`config.mk`:
```
export PLATFORM = sky130hd
export DESIGN_NAME = hdmux_rr_arb
export DESIGN_NICKNAME = d
export VERILOG_FILES = /design/src/rtl/hdmux_pkg.sv /design/src/rtl/hdmux_rr_pick.sv /design/src/rtl/hdmux_rr_arb.sv
export SDC_FILE = /design/constraint.sdc
export NUM_CORES = 1
export LEC_CHECK = 0
export BUFFER_PORTS_ARGS = -buffer_cell sky130_fd_sc_hd__buf_4
export CORE_MARGIN = 1
export CORE_UTILIZATION = 50
export CTS_BUF_LIST = sky130_fd_sc_hd__clkbuf_4 sky130_fd_sc_hd__clkbuf_8 sky130_fd_sc_hd__clkbuf_16
export CTS_CLUSTER_SIZE = 12
export DETAILED_ROUTE_END_ITERATION = 10
export GPL_ROUTABILITY_DRIVEN = 0
export PLACE_DENSITY = 0.76
export SLEW_MARGIN = 20
export SYNTH_ARGS = -nofsm -noshare
export SYNTH_HDL_FRONTEND = slang
export SYNTH_SLANG_ARGS = --single-unit
```
`constraint.sdc`:
```
create_clock -name CK -period 3.2 [get_ports CK]
set_clock_uncertainty 0.05 [all_clocks]
set_input_delay 0.64 -clock CK [delete_from_list [all_inputs] [get_ports CK]]
set_output_delay 0.64 -clock CK [all_outputs]
set_load 0.01 [all_outputs]
```
`src/rtl/hdmux_pkg.sv`:
```
// hdmux_pkg: shared types and helpers for the round-robin registered mux.
//   hdmux_state_e  - packet-lock state (IDLE / LOCKED). Only used when the
//                    HDMUX_LOCK_EN macro is defined.
//   hdmux_next_ptr - rotating-pointer increment with wrap from n-1 back to 0.
package hdmux_pkg;

  typedef enum logic {
    IDLE   = 1'b0,
    LOCKED = 1'b1
  } hdmux_state_e;

  function automatic int hdmux_next_ptr(input int g, input int n);
    return (g == n - 1) ? 0 : g + 1;
  endfunction

endpackage

```
`src/rtl/hdmux_rr_pick.sv`:
```
// hdmux_rr_pick: combinational rotating-priority encoder.
//   req     [N]    - request vector
//   ptr     [SELW] - highest-priority index for this search
//   gnt_oh  [N]    - one-hot grant (zero when no request)
//   gnt_idx [SELW] - binary index of the grant (0 when no request)
//   any            - at least one request present
// The search visits ptr, ptr+1, ... wrapping N-1 -> 0, and the first set
// request wins.
module hdmux_rr_pick
  import hdmux_pkg::*;
#(
  parameter int N = 4,
  localparam int SELW = $clog2(N)
) (
  input  logic [N-1:0]    req,
  input  logic [SELW-1:0] ptr,
  output logic [N-1:0]    gnt_oh,
  output logic [SELW-1:0] gnt_idx,
  output logic            any
);

  always_comb begin
    int idx;
    logic [SELW-1:0] idx_s;
    gnt_oh  = '0;
    gnt_idx = '0;
    any     = 1'b0;
    idx     = 0;
    idx_s   = '0;
    for (int k = 0; k < N; k++) begin
      // ptr is always < N, so a single subtraction is enough to wrap.
      idx = int'(ptr) + k;
      if (idx >= N) idx = idx - N;
      idx_s = SELW'(idx);
      if (!any && req[idx_s]) begin
        any            = 1'b1;
        gnt_idx        = idx_s;
        gnt_oh[idx_s]  = 1'b1;
      end
    end
  end

endmodule

```
`src/rtl/hdmux_rr_arb.sv`:
```
// hdmux_rr_arb: N-input, W-bit registered multiplexer with round-robin
// arbitration and valid/ready handshakes on every port.
//   CK, RST         - clock (rising edge), asynchronous active-high reset
//   A_VALID/A_READY - per-channel handshake; A_READY is one-hot or zero
//   A_DATA          - channel i in bits [i*W +: W]
//   A_LAST          - end-of-packet marker (packet lock only)
//   Z_VALID/Z_READY - output handshake; the output register holds one beat
//   Z_DATA, Z_SEL   - registered beat and the index of its source channel
// Optional feature: define HDMUX_LOCK_EN to hold the grant on one channel
// from the first beat of a packet until the beat carrying A_LAST.
// A_READY depends combinationally on Z_READY (and never on A_DATA).
module hdmux_rr_arb
  import hdmux_pkg::*;
#(
  parameter int N = 4,
  parameter int W = 1,
  localparam int SELW = $clog2(N)
) (
  input  logic              CK,
  input  logic              RST,
  input  logic [N-1:0]      A_VALID,
  input  logic [N*W-1:0]    A_DATA,
  input  logic [N-1:0]      A_LAST,
  output logic [N-1:0]      A_READY,
  output logic              Z_VALID,
  output logic [W-1:0]      Z_DATA,
  output logic [SELW-1:0]   Z_SEL,
  input  logic              Z_READY
);

  logic            z_valid_q, z_valid_d;
  logic [W-1:0]    z_data_q, z_data_d;
  logic [SELW-1:0] z_sel_q, z_sel_d;
  logic [SELW-1:0] ptr_q, ptr_d;

  logic [N-1:0]    pick_oh;
  logic [SELW-1:0] pick_idx;
  logic            pick_any;

  logic [N-1:0]    gnt_oh;
  logic [SELW-1:0] gnt_idx;
  logic            gnt_any;
  logic            open;
  logic            accept;

  logic [W-1:0]    chan_data [N];

  genvar gi;
  generate
    for (gi = 0; gi < N; gi++) begin : g_chan
      assign chan_data[gi] = A_DATA[gi*W +: W];
    end
  endgenerate

  hdmux_rr_pick #(.N(N)) u_pick (
    .req     (A_VALID),
    .ptr     (ptr_q),
    .gnt_oh  (pick_oh),
    .gnt_idx (pick_idx),
    .any     (pick_any)
  );

`ifdef HDMUX_LOCK_EN
  hdmux_state_e    state_q, state_d;
  logic [SELW-1:0] lock_q, lock_d;
  logic            locked;

  assign locked = (state_q == LOCKED);

  // While locked, only the lock channel may be granted, even if it is idle.
  assign gnt_idx = locked ? lock_q : pick_idx;
  assign gnt_oh  = locked ? ({{(N-1){1'b0}}, 1'b1} << lock_q) : pick_oh;
  assign gnt_any = locked ? A_VALID[lock_q] : pick_any;

  always_comb begin
    state_d = state_q;
    lock_d  = lock_q;
    if (accept) begin
      if (!locked && !A_LAST[gnt_idx]) begin
        state_d = LOCKED;
        lock_d  = gnt_idx;
      end else if (locked && A_LAST[gnt_idx]) begin
        state_d = IDLE;
      end
    end
  end

  always_ff @(posedge CK or posedge RST) begin
    if (RST) begin
      state_q <= IDLE;
      lock_q  <= '0;
    end else begin
      state_q <= state_d;
      lock_q  <= lock_d;
    end
  end
`else
  logic unused_last;
  assign unused_last = ^A_LAST;

  assign gnt_idx = pick_idx;
  assign gnt_oh  = pick_oh;
  assign gnt_any = pick_any;
`endif

  // The output register can take a beat when empty or draining this cycle.
  assign open    = ~z_valid_q | Z_READY;
  assign accept  = gnt_any & open;
  assign A_READY = (accept && !RST) ? gnt_oh : '0;

  always_comb begin
    z_valid_d = z_valid_q;
    z_data_d  = z_data_q;
    z_sel_d   = z_sel_q;
    ptr_d     = ptr_q;
    if (accept) begin
      z_valid_d = 1'b1;
      z_data_d  = chan_data[gnt_idx];
      z_sel_d   = gnt_idx;
`ifdef HDMUX_LOCK_EN
      // The pointer only moves on a fresh arbitration decision, so after a
      // packet it already points just past the lock channel.
      if (!locked) ptr_d = SELW'(hdmux_next_ptr(int'(gnt_idx), N));
`else
      ptr_d = SELW'(hdmux_next_ptr(int'(gnt_idx), N));
`endif
    end else if (z_valid_q && Z_READY) begin
      z_valid_d = 1'b0;
    end
  end

  always_ff @(posedge CK or posedge RST) begin
    if (RST) begin
      z_valid_q <= 1'b0;
      z_data_q  <= '0;
      z_sel_q   <= '0;
      ptr_q     <= '0;
    end else begin
      z_valid_q <= z_valid_d;
      z_data_q  <= z_data_d;
      z_sel_q   <= z_sel_d;
      ptr_q     <= ptr_d;
    end
  end

  assign Z_VALID = z_valid_q;
  assign Z_DATA  = z_data_q;
  assign Z_SEL   = z_sel_q;

endmodule

```
==> flow_metrics.tcl <==
set metrics [dict create \
    hold_buffers 0 \
    ctsHtreeMaxLevel 1 \
    port_buffers 18 \
    clk_pin_slew_ns 0.05 \
    crit_path_top_delay_cell "or3b_1" \
    cellPowerDensity_nw_per_um2 939 \
    place_ws_ns 0.264 \
    tightest_slew_ns 0.582 \
    start_util_pct 55.4 \
    layout_worst_path_cycle_share_pct 95.9 \
    whs_ns 0.267 \
    ys_warn_count 0 \
    coreArea_sq_um 1580 \
    crit_required_ns 2.51 \
    drt_wl_total_microns 2140 \
    setup_viol 0 \
    layout-drive-gt1-share_pct 28.6 \
    grt_pass1_vias 778 \
    dr_total_vias 876 \
    synth_top_area_share_pct 17.2 \
    max_freq_ghz 0.326 \
    arrival_ns 2.38 \
    die_h_microns 43.8 \
    ioPinCount 23 \
    crit_path_max_fanout 8 \
    hold_class "input port to async pin" \
    p_leak_nw 0.460 \
    place_hpwl_microns 1580 \
    r2r_cells 8 \
    initialDrtViolationCount 28 \
    clk_latency_ns 0.24 \
    route.detailed.drc 1 \
    crit_type "flop to output pin" \
    r2r_start "ptr_q[1]" \
    syn_area_per_cell_sq_um 8.40 \
    dr.pass1.iters 7 \
    track_usage_pct 23.1 \
    violations "DRC" \
    relSlewSlack_pct 60.1 \
    num_rows 14 \
    synth_cells 104 \
    numCtsBuffers 3 \
    min_period_ns 3.07 \
    ys_types 40 \
    finalSetupTns_ns 0 \
    cts_max_path_buffers 2 \
    grt.overflow.total 0 \
    cap_violations 0 \
    antenna_found_initial 0 \
    dp.cells 132 \
    grt_pass1_wl_microns 3390 \
    synthArstFlopShare_pct 100 \
    ys_seq_area_share_pct 17.2 \
    maxSlewViolCount 0 \
    ant_nets 0 \
    seqCellArea_sq_um 150 \
    status "finished, violations left" \
    synth_edf_count 0 \
    start_kind "flop" \
    slowest_delay_ns 0.38 \
    numClockSinks 6 \
    crit_family "compound AO/OA/AOI/OAI gates" \
    dieArea_sq_um 1920 \
    mappedNetlistNets 126 \
    via_per_inst 6.49 \
    fin_nets 143 \
    cts_tree "yes" \
    die_w_microns 43.8 \
    multi_input_area_sq_um 661 \
    r2r-end "Z_DATA" \
    cp-end-kind "output pin" \
    root_buffer "clkbuf_4" \
    vdd_ir_drop_max_v 0.000460 \
    antenna_cells 0 \
    wire_per_inst_microns 15.9 \
    final_cells 135 \
    netlist_top_cells_area "dfrtp_1, ha_1, mux2i_1, mux4_2, a221o_1" \
    synth_top_flop_cell "dfrtp_1" \
    synth-seq-cells 6 \
    setup_ws_ns 0.130 \
    yosysTopAreaCell "dfrtp_1" \
    hold_viol 0 \
    grt_max_degree 21 \
    fin_util_pct 65.3 \
    fill_cells 134 \
    reg2reg_slack_ns 0.84 \
    crit_chain "inv_1 > ha_2 > or3b_1 > a211o_1 > a21oi_2 > o21ai_0 > a21oi_1 > buf_4" \
    cp_num_buf_inv 2 \
    synth_area_sq_um 873 \
    rsz0062_at_grt "false" \
    area_delta_synth_final_pct 17.9 \
]
==> cells in the mapped netlist (2+ instances only) <==
| cell | count |
|---|---|
| a211o_1 | 3 |
| a21oi_1 | 7 |
| a221o_1 | 4 |
| a32oi_1 | 2 |
| and2_1 | 2 |
| buf_2 | 5 |
| buf_6 | 2 |
| clkbuf_1 | 2 |
| dfrtp_1 | 6 |
| ha_1 | 7 |
| inv_1 | 3 |
| mux2_2 | 2 |
| mux2i_1 | 5 |
| mux4_2 | 2 |
| nand2_1 | 8 |
| nand2b_1 | 2 |
| nand4b_1 | 2 |
| nor2_1 | 5 |
| nor2b_1 | 2 |
| o21ai_0 | 6 |
| o21ai_1 | 6 |
| o221ai_1 | 2 |
| or3b_1 | 2 |
==> state kept, by name, summed over array words and instances, names as in the netlist <==
name	count
Z_DATA	1
Z_SEL	2
Z_VALID	1
ptr_q	2
==> how the worst max path moves through the flow <==
stage	to	slack, ns	from	cells past startpoint
floorplan	A_READY[0]	0.16	ptr_q[0]	10
global route	A_READY[0]	0.006	ptr_q[1]	8
CTS	A_READY[2]	0.04	ptr_q[1]	8
finish	A_READY[2]	0.13	ptr_q[1]	8
detailed placement	A_READY[2]	0.26	A_VALID[2]	7
global placement	A_READY[0]	0.32	A_VALID[2]	7
==> stage by stage <==
step	area [sq um]	power [W]
floorplan	873	0.000682
global placement	996	0.000844
detailed placement	996	0.000868
CTS	1020	0.000944
global route	1030	0.00105
finish	1030	0.000967
==> cell type report <==
type | instances | area share [%]
Sequential cell | 6 | 14.6
Clock buffer | 3 | 2.19
Inverter | 3 | 1.09
Multi-Input combinational cell | 85 | 64.2
Tap cell | 16 | 1.94
Timing Repair Buffer | 22 | 16.0
==> metal layers <==
layer	global-route usage [%]	up-vias	routed length, microns
met5	0	-	0
met4	4.38	0	8
met3	2.08	2	131
met2	39.1	37	1030
met1	32.0	412	970
li1	-	425	-
==> report_power, final <==
| group | switching (W) | internal [W] | total, W |
|---|---|---|---|
| Sequential | 0.0000137 | 0.000107 | 0.000121 |
| Combinational | 0.000417 | 0.000361 | 0.000778 |
| Clock | 0.0000259 | 0.0000423 | 0.0000682 |
==> layout by cell type (no fill, tap or decap), drive strengths merged, types with 3 or more instances in the layout <==
cell type / synthesis / layout
nor2: 5 / 5
a211o: 3 / 3
a221o: 4 / 4
dfrtp: 6 / 6
clkbuf: 2 / 3
nor2b: 3 / 3
o21ai: 12 / 12
nand2: 8 / 8
mux2i: 5 / 5
a21oi: 7 / 7
buf: 8 / 22
ha: 7 / 7
inv: 3 / 3
==> logic make-up (layout without fill, tap and decap cells) <==
| logic type | Yosys count | in the layout | share of synthesized area (%) |
|---|---|---|---|
| AOI/OAI and AO/OA | 38 | 38 | 30.5 |
| DFF | 6 | 6 | 17.2 |
| and+or+nand+nor | 31 | 31 | 20.3 |
| muxes | 9 | 9 | 13.5 |
| buffers and inverters | 13 | 28 | 8.45 |
| adders and majority gates | 7 | 7 | 10.0 |
==> repair_timing <==
item | 4_1_cts | 5_1_grt
gates resized for setup | 0 | 3
setup endpoints to repair | 0 | 4
buffers inserted | 0 | 0
No activity file was read; power rests on OpenSTA's default activity.
